[src/rtl/rv_ctrl_pkg.sv]
// ==== rv_ctrl_pkg : shared RV32I decode encodings and ID/EX control record | rev 1.0 ====
`default_nettype none

package rv_ctrl_pkg;

  localparam logic [6:0] OP_RTYPE  = 7'b0110011;
  localparam logic [6:0] OP_LOAD   = 7'b0000011;
  localparam logic [6:0] OP_STORE  = 7'b0100011;
  localparam logic [6:0] OP_BRANCH = 7'b1100011;

  localparam logic [1:0] ALUOP_ADD   = 2'b00;
  localparam logic [1:0] ALUOP_SUB   = 2'b01;
  localparam logic [1:0] ALUOP_FUNCT = 2'b10;

  typedef struct packed {
    logic       alu_src;
    logic       reg_write;
    logic       mem_read;
    logic       mem_write;
    logic       mem_to_reg;
    logic       branch;
    logic [1:0] alu_op;
  } ctrl_t;

  // Control half of the ID/EX register; all-zero is the bubble.
  typedef struct packed {
    logic       valid;
    logic       illegal;
    ctrl_t      ctrl;
    logic [3:0] funct;
    logic [4:0] rs1;
    logic [4:0] rs2;
    logic [4:0] rd;
  } id_ex_t;

endpackage

`default_nettype wire

[src/rtl/id_ex_control_stage_if.sv]
// ==== id_ex_control_stage_if : ID-side inputs and ID/EX control outputs | rev 1.0 ====
`default_nettype none

interface id_ex_control_stage_if #(
  parameter int XLEN = 32
);
  logic [XLEN-1:0] instr;
  logic            id_valid;
  logic            hold;
  logic            flush;
  logic            load_use_stall;
  logic            ex_valid;
  logic [1:0]      ex_ALUOp;
  logic [3:0]      ex_Funct;
  logic            ex_ALUSrc;
  logic            ex_RegWrite;
  logic            ex_MemRead;
  logic            ex_MemWrite;
  logic            ex_MemtoReg;
  logic            ex_Branch;
  logic [4:0]      ex_rs1;
  logic [4:0]      ex_rs2;
  logic [4:0]      ex_rd;
  logic            ex_illegal;

  modport master (
    output instr, id_valid, hold, flush,
    input  load_use_stall, ex_valid, ex_ALUOp, ex_Funct, ex_ALUSrc, ex_RegWrite,
           ex_MemRead, ex_MemWrite, ex_MemtoReg, ex_Branch, ex_rs1, ex_rs2, ex_rd,
           ex_illegal
  );

  modport slave (
    input  instr, id_valid, hold, flush,
    output load_use_stall, ex_valid, ex_ALUOp, ex_Funct, ex_ALUSrc, ex_RegWrite,
           ex_MemRead, ex_MemWrite, ex_MemtoReg, ex_Branch, ex_rs1, ex_rs2, ex_rd,
           ex_illegal
  );
endinterface

`default_nettype wire

[src/rtl/id_ex_control_stage_main_decoder.sv]
// ==== main_decoder : opcode -> main control bits, illegal flag, rs2 usage | rev 1.0 ====
`default_nettype none

module main_decoder
  import rv_ctrl_pkg::*;
(
  input  logic [6:0] opcode,
  output ctrl_t      ctrl,
  output logic       illegal,
  output logic       uses_rs2
);

  always_comb begin
    ctrl     = '0;
    illegal  = 1'b0;
    uses_rs2 = 1'b0;
    case (opcode)
      OP_RTYPE: begin
        ctrl.alu_op    = ALUOP_FUNCT;
        ctrl.reg_write = 1'b1;
        uses_rs2       = 1'b1;
      end
      OP_LOAD: begin
        ctrl.alu_op     = ALUOP_ADD;
        ctrl.alu_src    = 1'b1;
        ctrl.mem_read   = 1'b1;
        ctrl.mem_to_reg = 1'b1;
        ctrl.reg_write  = 1'b1;
      end
      OP_STORE: begin
        ctrl.alu_op    = ALUOP_ADD;
        ctrl.alu_src   = 1'b1;
        ctrl.mem_write = 1'b1;
        uses_rs2       = 1'b1;
      end
      OP_BRANCH: begin
        ctrl.alu_op = ALUOP_SUB;
        ctrl.branch = 1'b1;
        uses_rs2    = 1'b1;
      end
      default: illegal = 1'b1;
    endcase
  end

endmodule

`default_nettype wire

[src/rtl/id_ex_control_stage.sv]
// ==== id_ex_control_stage : ID decode, load-use hazard detect, ID/EX control register | rev 1.0 ====
`default_nettype none

module id_ex_control_stage
  import rv_ctrl_pkg::*;
#(
  parameter int XLEN = 32
) (
  input  logic                  clk,
  input  logic                  rst_n,
  id_ex_control_stage_if.slave  bus
);

  logic [XLEN-1:0] instr;
  ctrl_t           dec_ctrl;
  logic            dec_illegal;
  logic            uses_rs2;
  id_ex_t          decoded;
  id_ex_t          ex_d;
  id_ex_t          ex_q;
  logic            hazard;
  logic            stall;
  logic            unused_instr_bits;

  assign instr             = bus.instr;
  assign unused_instr_bits = ^{instr[31], instr[29:25]};

  main_decoder u_main_decoder (
    .opcode   (instr[6:0]),
    .ctrl     (dec_ctrl),
    .illegal  (dec_illegal),
    .uses_rs2 (uses_rs2)
  );

  always_comb begin
    decoded         = '0;
    decoded.valid   = 1'b1;
    decoded.illegal = dec_illegal;
    decoded.ctrl    = dec_ctrl;
    decoded.funct   = {instr[30], instr[14:12]};
    decoded.rs1     = instr[19:15];
    decoded.rs2     = instr[24:20];
    decoded.rd      = instr[11:7];
  end

  // A load to x0 never produces a value to wait for.
  assign hazard = bus.id_valid & ex_q.valid & ex_q.ctrl.mem_read & (ex_q.rd != 5'd0) &
                  ((ex_q.rd == decoded.rs1) | (uses_rs2 & (ex_q.rd == decoded.rs2)));
  assign stall  = hazard & ~bus.flush & ~bus.hold;

  always_comb begin
    ex_d = ex_q;
    if (bus.flush) begin
      ex_d = '0;
    end else if (bus.hold) begin
      ex_d = ex_q;
    end else if (stall || !bus.id_valid) begin
      ex_d = '0;
    end else begin
      ex_d = decoded;
    end
  end

  always_ff @(posedge clk or negedge rst_n) begin
    if (!rst_n) begin
      ex_q <= '0;
    end else begin
      ex_q <= ex_d;
    end
  end

  // Outputs are additionally qualified by valid so no control bit can leak from a bubble.
  assign bus.load_use_stall = stall;
  assign bus.ex_valid       = ex_q.valid;
  assign bus.ex_illegal     = ex_q.valid & ex_q.illegal;
  assign bus.ex_ALUOp       = ex_q.valid ? ex_q.ctrl.alu_op : 2'b00;
  assign bus.ex_Funct       = ex_q.valid ? ex_q.funct : 4'd0;
  assign bus.ex_ALUSrc      = ex_q.valid & ex_q.ctrl.alu_src;
  assign bus.ex_RegWrite    = ex_q.valid & ex_q.ctrl.reg_write;
  assign bus.ex_MemRead     = ex_q.valid & ex_q.ctrl.mem_read;
  assign bus.ex_MemWrite    = ex_q.valid & ex_q.ctrl.mem_write;
  assign bus.ex_MemtoReg    = ex_q.valid & ex_q.ctrl.mem_to_reg;
  assign bus.ex_Branch      = ex_q.valid & ex_q.ctrl.branch;
  assign bus.ex_rs1         = ex_q.valid ? ex_q.rs1 : 5'd0;
  assign bus.ex_rs2         = ex_q.valid ? ex_q.rs2 : 5'd0;
  assign bus.ex_rd          = ex_q.valid ? ex_q.rd : 5'd0;

endmodule

`default_nettype wire
[src/flat_wrapper.sv]
// flat-port wrapper written by rule: the top's interface ports become plain ports
module id_ex_control_stage_flat import rv_ctrl_pkg::*;
#(
  parameter int XLEN = 32
)
  (clk, rst_n, bus_instr, bus_id_valid, bus_hold, bus_flush, bus_load_use_stall, bus_ex_valid, bus_ex_ALUOp, bus_ex_Funct, bus_ex_ALUSrc, bus_ex_RegWrite, bus_ex_MemRead, bus_ex_MemWrite, bus_ex_MemtoReg, bus_ex_Branch, bus_ex_rs1, bus_ex_rs2, bus_ex_rd, bus_ex_illegal);
  id_ex_control_stage_if #(.XLEN(XLEN)) bus_i ();
  input  logic clk;
  input  logic rst_n;
  input wire logic [$bits(bus_i.instr)-1:0] bus_instr;
  input wire logic [$bits(bus_i.id_valid)-1:0] bus_id_valid;
  input wire logic [$bits(bus_i.hold)-1:0] bus_hold;
  input wire logic [$bits(bus_i.flush)-1:0] bus_flush;
  output wire logic [$bits(bus_i.load_use_stall)-1:0] bus_load_use_stall;
  output wire logic [$bits(bus_i.ex_valid)-1:0] bus_ex_valid;
  output wire logic [$bits(bus_i.ex_ALUOp)-1:0] bus_ex_ALUOp;
  output wire logic [$bits(bus_i.ex_Funct)-1:0] bus_ex_Funct;
  output wire logic [$bits(bus_i.ex_ALUSrc)-1:0] bus_ex_ALUSrc;
  output wire logic [$bits(bus_i.ex_RegWrite)-1:0] bus_ex_RegWrite;
  output wire logic [$bits(bus_i.ex_MemRead)-1:0] bus_ex_MemRead;
  output wire logic [$bits(bus_i.ex_MemWrite)-1:0] bus_ex_MemWrite;
  output wire logic [$bits(bus_i.ex_MemtoReg)-1:0] bus_ex_MemtoReg;
  output wire logic [$bits(bus_i.ex_Branch)-1:0] bus_ex_Branch;
  output wire logic [$bits(bus_i.ex_rs1)-1:0] bus_ex_rs1;
  output wire logic [$bits(bus_i.ex_rs2)-1:0] bus_ex_rs2;
  output wire logic [$bits(bus_i.ex_rd)-1:0] bus_ex_rd;
  output wire logic [$bits(bus_i.ex_illegal)-1:0] bus_ex_illegal;
  assign bus_i.instr = bus_instr;
  assign bus_i.id_valid = bus_id_valid;
  assign bus_i.hold = bus_hold;
  assign bus_i.flush = bus_flush;
  assign bus_load_use_stall = bus_i.load_use_stall;
  assign bus_ex_valid = bus_i.ex_valid;
  assign bus_ex_ALUOp = bus_i.ex_ALUOp;
  assign bus_ex_Funct = bus_i.ex_Funct;
  assign bus_ex_ALUSrc = bus_i.ex_ALUSrc;
  assign bus_ex_RegWrite = bus_i.ex_RegWrite;
  assign bus_ex_MemRead = bus_i.ex_MemRead;
  assign bus_ex_MemWrite = bus_i.ex_MemWrite;
  assign bus_ex_MemtoReg = bus_i.ex_MemtoReg;
  assign bus_ex_Branch = bus_i.ex_Branch;
  assign bus_ex_rs1 = bus_i.ex_rs1;
  assign bus_ex_rs2 = bus_i.ex_rs2;
  assign bus_ex_rd = bus_i.ex_rd;
  assign bus_ex_illegal = bus_i.ex_illegal;
  id_ex_control_stage #(.XLEN(XLEN)) u_core (.clk(clk), .rst_n(rst_n), .bus(bus_i));
endmodule
[config.mk]
export PLATFORM = sky130hd
export DESIGN_NAME = id_ex_control_stage_flat
export DESIGN_NICKNAME = d
export VERILOG_FILES = /design/src/rtl/rv_ctrl_pkg.sv /design/src/rtl/id_ex_control_stage_if.sv /design/src/rtl/id_ex_control_stage_main_decoder.sv /design/src/rtl/id_ex_control_stage.sv /design/src/flat_wrapper.sv
export SDC_FILE = /design/constraint.sdc
export NUM_CORES = 1
export LEC_CHECK = 0
export BUFFER_PORTS_ARGS = -buffer_cell sky130_fd_sc_hd__buf_2
export CAP_MARGIN = 10
export CELL_PAD_IN_SITES_DETAIL_PLACEMENT = 1
export CELL_PAD_IN_SITES_GLOBAL_PLACEMENT = 1
export CORE_MARGIN = 2
export CORE_UTILIZATION = 33
export DETAILED_ROUTE_END_ITERATION = 7
export GPL_ROUTABILITY_DRIVEN = 0
export PLACE_DENSITY_LB_ADDON = 0.15
export SLEW_MARGIN = 15
export SYNTH_ARGS = -nofsm -noshare
export SYNTH_HDL_FRONTEND = slang
export SYNTH_SLANG_ARGS = --single-unit
[constraint.sdc]
create_clock -name clk -period 2.1 [get_ports clk]
set_input_delay 0.21 -clock clk [delete_from_list [all_inputs] [get_ports clk]]
set_output_delay 0.21 -clock clk [all_outputs]
set_load 0.005 [all_outputs]
==> run summary <==
The flow ran to the end, and the final reports show no timing, DRC or antenna violations. Of the synthesized area, sequential elements account for 44.0%. In this run the cell area of the synthesized design comes to 1540 sq um. Together, buffers and inverters on the worst path number 1. Of all nets on the critical path, the largest fanout is 5. Measured against its own limit, the worst slew margin works out to 56.6%.

The detailed router finished its first iteration with 65 violations. The depth of the worst register-to-register path is 5. The largest stage delay on the critical path came out at 570 ps.

The initialized floorplan defines 24 standard-cell rows. The total via count after detailed routing is 1364. STA classifies the critical path startpoint as a register. TritonCTS built the clock tree. In this run the number of H-tree levels came out at 1. The via count of the first global-routing pass came out at 1468.

The count of input and output buffers is 60. The die height is 72.2 microns. The TritonCTS buffer count is 3. The peak supply drop came out at 0.237 mV.

The largest individual stage delay along the critical path comes from the cell sky130_fd_sc_hd__or4_1. The synthesized net count is 213. Compared with the post-synthesis result, the final layout area differs by 27.2%.

The library cells used most frequently in the layout, excluding fill and tap cells, are sky130_fd_sc_hd__buf_2, sky130_fd_sc_hd__nand2_1, sky130_fd_sc_hd__dfrtp_1. After detailed routing, the number of vias per cell comes to 4.75. The cell at the root of the clock tree is sky130_fd_sc_hd__clkbuf_8.

Setup repair after global routing left no endpoint under its margin. Along the worst hold path, the cell count comes to 3. In the routed design, unresolved DRC markers number 0.

The first-pass iteration count of the detailed router is 4. The final hold violation count came out at 0. The tool flagged a number of max-cap violations equal to 0. The clock edge transition at the registers on the reported setup and hold paths came out at 100 ps. The final net count came out at 273. Combinational cells account for 13.0% of the total power. For this design, the sink count on the clock tree is 27. The total cell area at the placement stage is 1890 sq um. Summed over all cells, the static leakage comes to 1.02 nW. The placed wire-length estimate after detailed placement is 2980 microns. The first-pass GRT wire length is 6840 microns.

The transition time at the pin with the least slew margin is 650 ps. Setup total negative slack on the finished layout was measured at 0 ps. The power density over cell area is 504 nW/um^2. The buffer count from post-CTS setup fixing is 0. The summed area of non-filler cells in the final layout came out at 1950 sq um. STA classifies the critical path endpoint as an output pin. In the finished design, the share of the clock period the worst path needs comes to 91.6%. The peak clock frequency supported by timing is 520 MHz. The startpoint-to-endpoint class of the critical path is reg2out. The maximum number of pins on one net before global-route repair came out at 28. In this run the worst hold path is classified as in2reg. The final routed wirelength across all metal layers came out at 4030 microns. In the final routed layout, each cell accounts on average for 14.0 microns. The total of warnings raised by yosys is 0. The number of antenna-violating nets in the routed design is 0.

The dominant delay contributor by cell family on the critical path is simple AND/OR/NAND/NOR gates. Leaving out fill and tap cells, the most frequent cell in the layout is sky130_fd_sc_hd__buf_2. The final-layout fill cell count came out at 563. In this run switching power makes up 26.4% of total power. The buffer depth of the longest clock path is 2. The die extent in x is 72.2 microns.

The cell internal power dissipation is 0.725 mW. The number of storage elements in the synthesis netlist is 27. The share of final-layout standard cells stronger than drive strength 1 is 39.1%. At the worst endpoint, the required time is 1890 ps. The clock network burns 31.3% of the power.

The initial cell density of the core is 34.8%. Traced cell by cell, the critical path runs through or4_1, o211ai_2, a21oi_4, buf_2. The power dissipated by switching net loads is 0.259 mW.

In this run the number of cells on the critical path is 4. The area used by multi-input combinational logic came out at 797 sq um. Global routing used 16.7% of the available tracks across all layers. The total count of max-transition violations in the final report came out at 0. The total die area is 5220 sq um. The clock network latency to the later pin of the worst-skew pair is 280 ps. The mean instance size in the synthesized netlist came out at 8.73 sq um.

The initial antenna violation count is 0. The worst-case clock skew is 3.85 ps. The count of antenna diodes in the layout came out at 0.

The gate count after technology mapping came out at 176. The count of pins on the block boundary is 67. The count of endpoints failing setup in the final report came out at 0. The sequential standard cell area came out at 676 sq um.

The clock period minus final worst setup slack is 1920 ps. The arrival time reported for the critical path endpoint is 1710 ps. In this run the standard cell core region covers 4410 sq um.

In this run, distinct cell masters in the synthesized netlist total 24. For this run the aggregate overflow at the end of global routing stands at 0. Sequential cells account for 55.6% of the total power.
[flip-flops by register name, summed over array words and instances (netlist names)]
signal and count:
u_core.bus.ex_valid 1, u_core.ex_q 26
[path summary, 6_finish.rpt]
| path | end | slack (ps) | start |
|---|---|---|---|
| worst max-delay path | bus_load_use_stall | 180 | u_core.ex_q[1] |
| worst min-delay path | u_core.ex_q[16] | 160 | bus_instr[13] |
| worst max register to register | u_core.ex_q[27] | 330 | u_core.ex_q[1] |
| worst min register to register | u_core.ex_q[11] | 480 | u_core.ex_q[11] |
| max in group asynchronous | u_core.ex_q[6] | 1220 | rst_n |
| min in group asynchronous | u_core.ex_q[15] | 470 | rst_n |
[power groups by stage]
stage               logic, mW  registers [mW]  clock network (mW)
detailed placement      0.129           0.558                   0
global route            0.147           0.550               0.336
global placement        0.127           0.557                   0
floorplan              0.0592           0.556                   0
finish                  0.128           0.547               0.308
CTS                     0.131           0.548               0.323
[cell type report]
cell class                      count  area share [%]
Clock buffer                        3            2.11
Sequential cell                    27            34.6
Multi-Input combinational cell    136            40.8
Timing Repair Buffer               66            18.4
Clock inverter                      1           0.384
Inverter                            2           0.384
Tap cell                           52            3.33
[metrics by stage]
step / instances / total power, mW / hold slack (ps) / utilization [%] / worst slack, ps
after floorplan: 176 / 0.615 / -85.6 / - / 537
after global placement: 282 / 0.684 / 266 / 42.8 / 373
after detailed placement: 282 / 0.687 / 265 / 42.8 / 296
after CTS: 287 / 1.00 / 152 / 44.2 / 162
after global routing: 287 / 1.03 / 158 / 44.3 / 57.7
final: 287 / 0.984 / 161 / 44.3 / 177
[worst register-to-register path: cells and delay by family, from the launching register on]
family	cells	cell delay [ps]
compound gates	3	500
simple gates	1	570
buf+inv	1	170
flops	1	460
[cells by family after synthesis]
family                    count (synthesis)  synth area share (%)
buffers and inverters                    13                  4.64
DFF                                      27                  44.0
xor gates and xnor gates                 10                  5.70
AOI/OAI and AO/OA                        33                  16.6
and+or+nand+nor                          93                  29.1
[synthesized netlist by cell type (all sizes together)]
library cell / number / area, sq um
a21oi: 3 / 26.3
and2: 28 / 176
buf: 4 / 37.5
clkbuf: 7 / 26.3
dfrtp: 27 / 676
inv: 2 / 7.51
nand2: 50 / 188
nand2b: 1 / 6.26
nand3: 1 / 5.00
nand4: 2 / 12.5
nand4bb: 1 / 11.3
nor2: 5 / 18.8
nor2b: 1 / 6.26
nor3: 3 / 15.0
o211ai: 1 / 12.5
o21ai: 29 / 216
or4: 1 / 7.51
xnor2: 2 / 17.5
xor2: 8 / 70.1
[what timing repair did]
item,CTS,global route
hold buffers,1,0
resized for setup,0,0
hold endpoints to repair,27,0
[layer usage]
| metal | vias to the layer above | part of all wire (%) | GRT usage (%) |
|---|---|---|---|
| li1 | 685 | - | - |
| met1 | 639 | 46 | 22.5 |
| met2 | 36 | 48 | 27.8 |
| met3 | 4 | 4.9 | 2.64 |
| met4 | 0 | 0.80 | 4.61 |
| met5 | - | 0 | 0 |
Note: power is estimated with default switching activity, not from simulation.
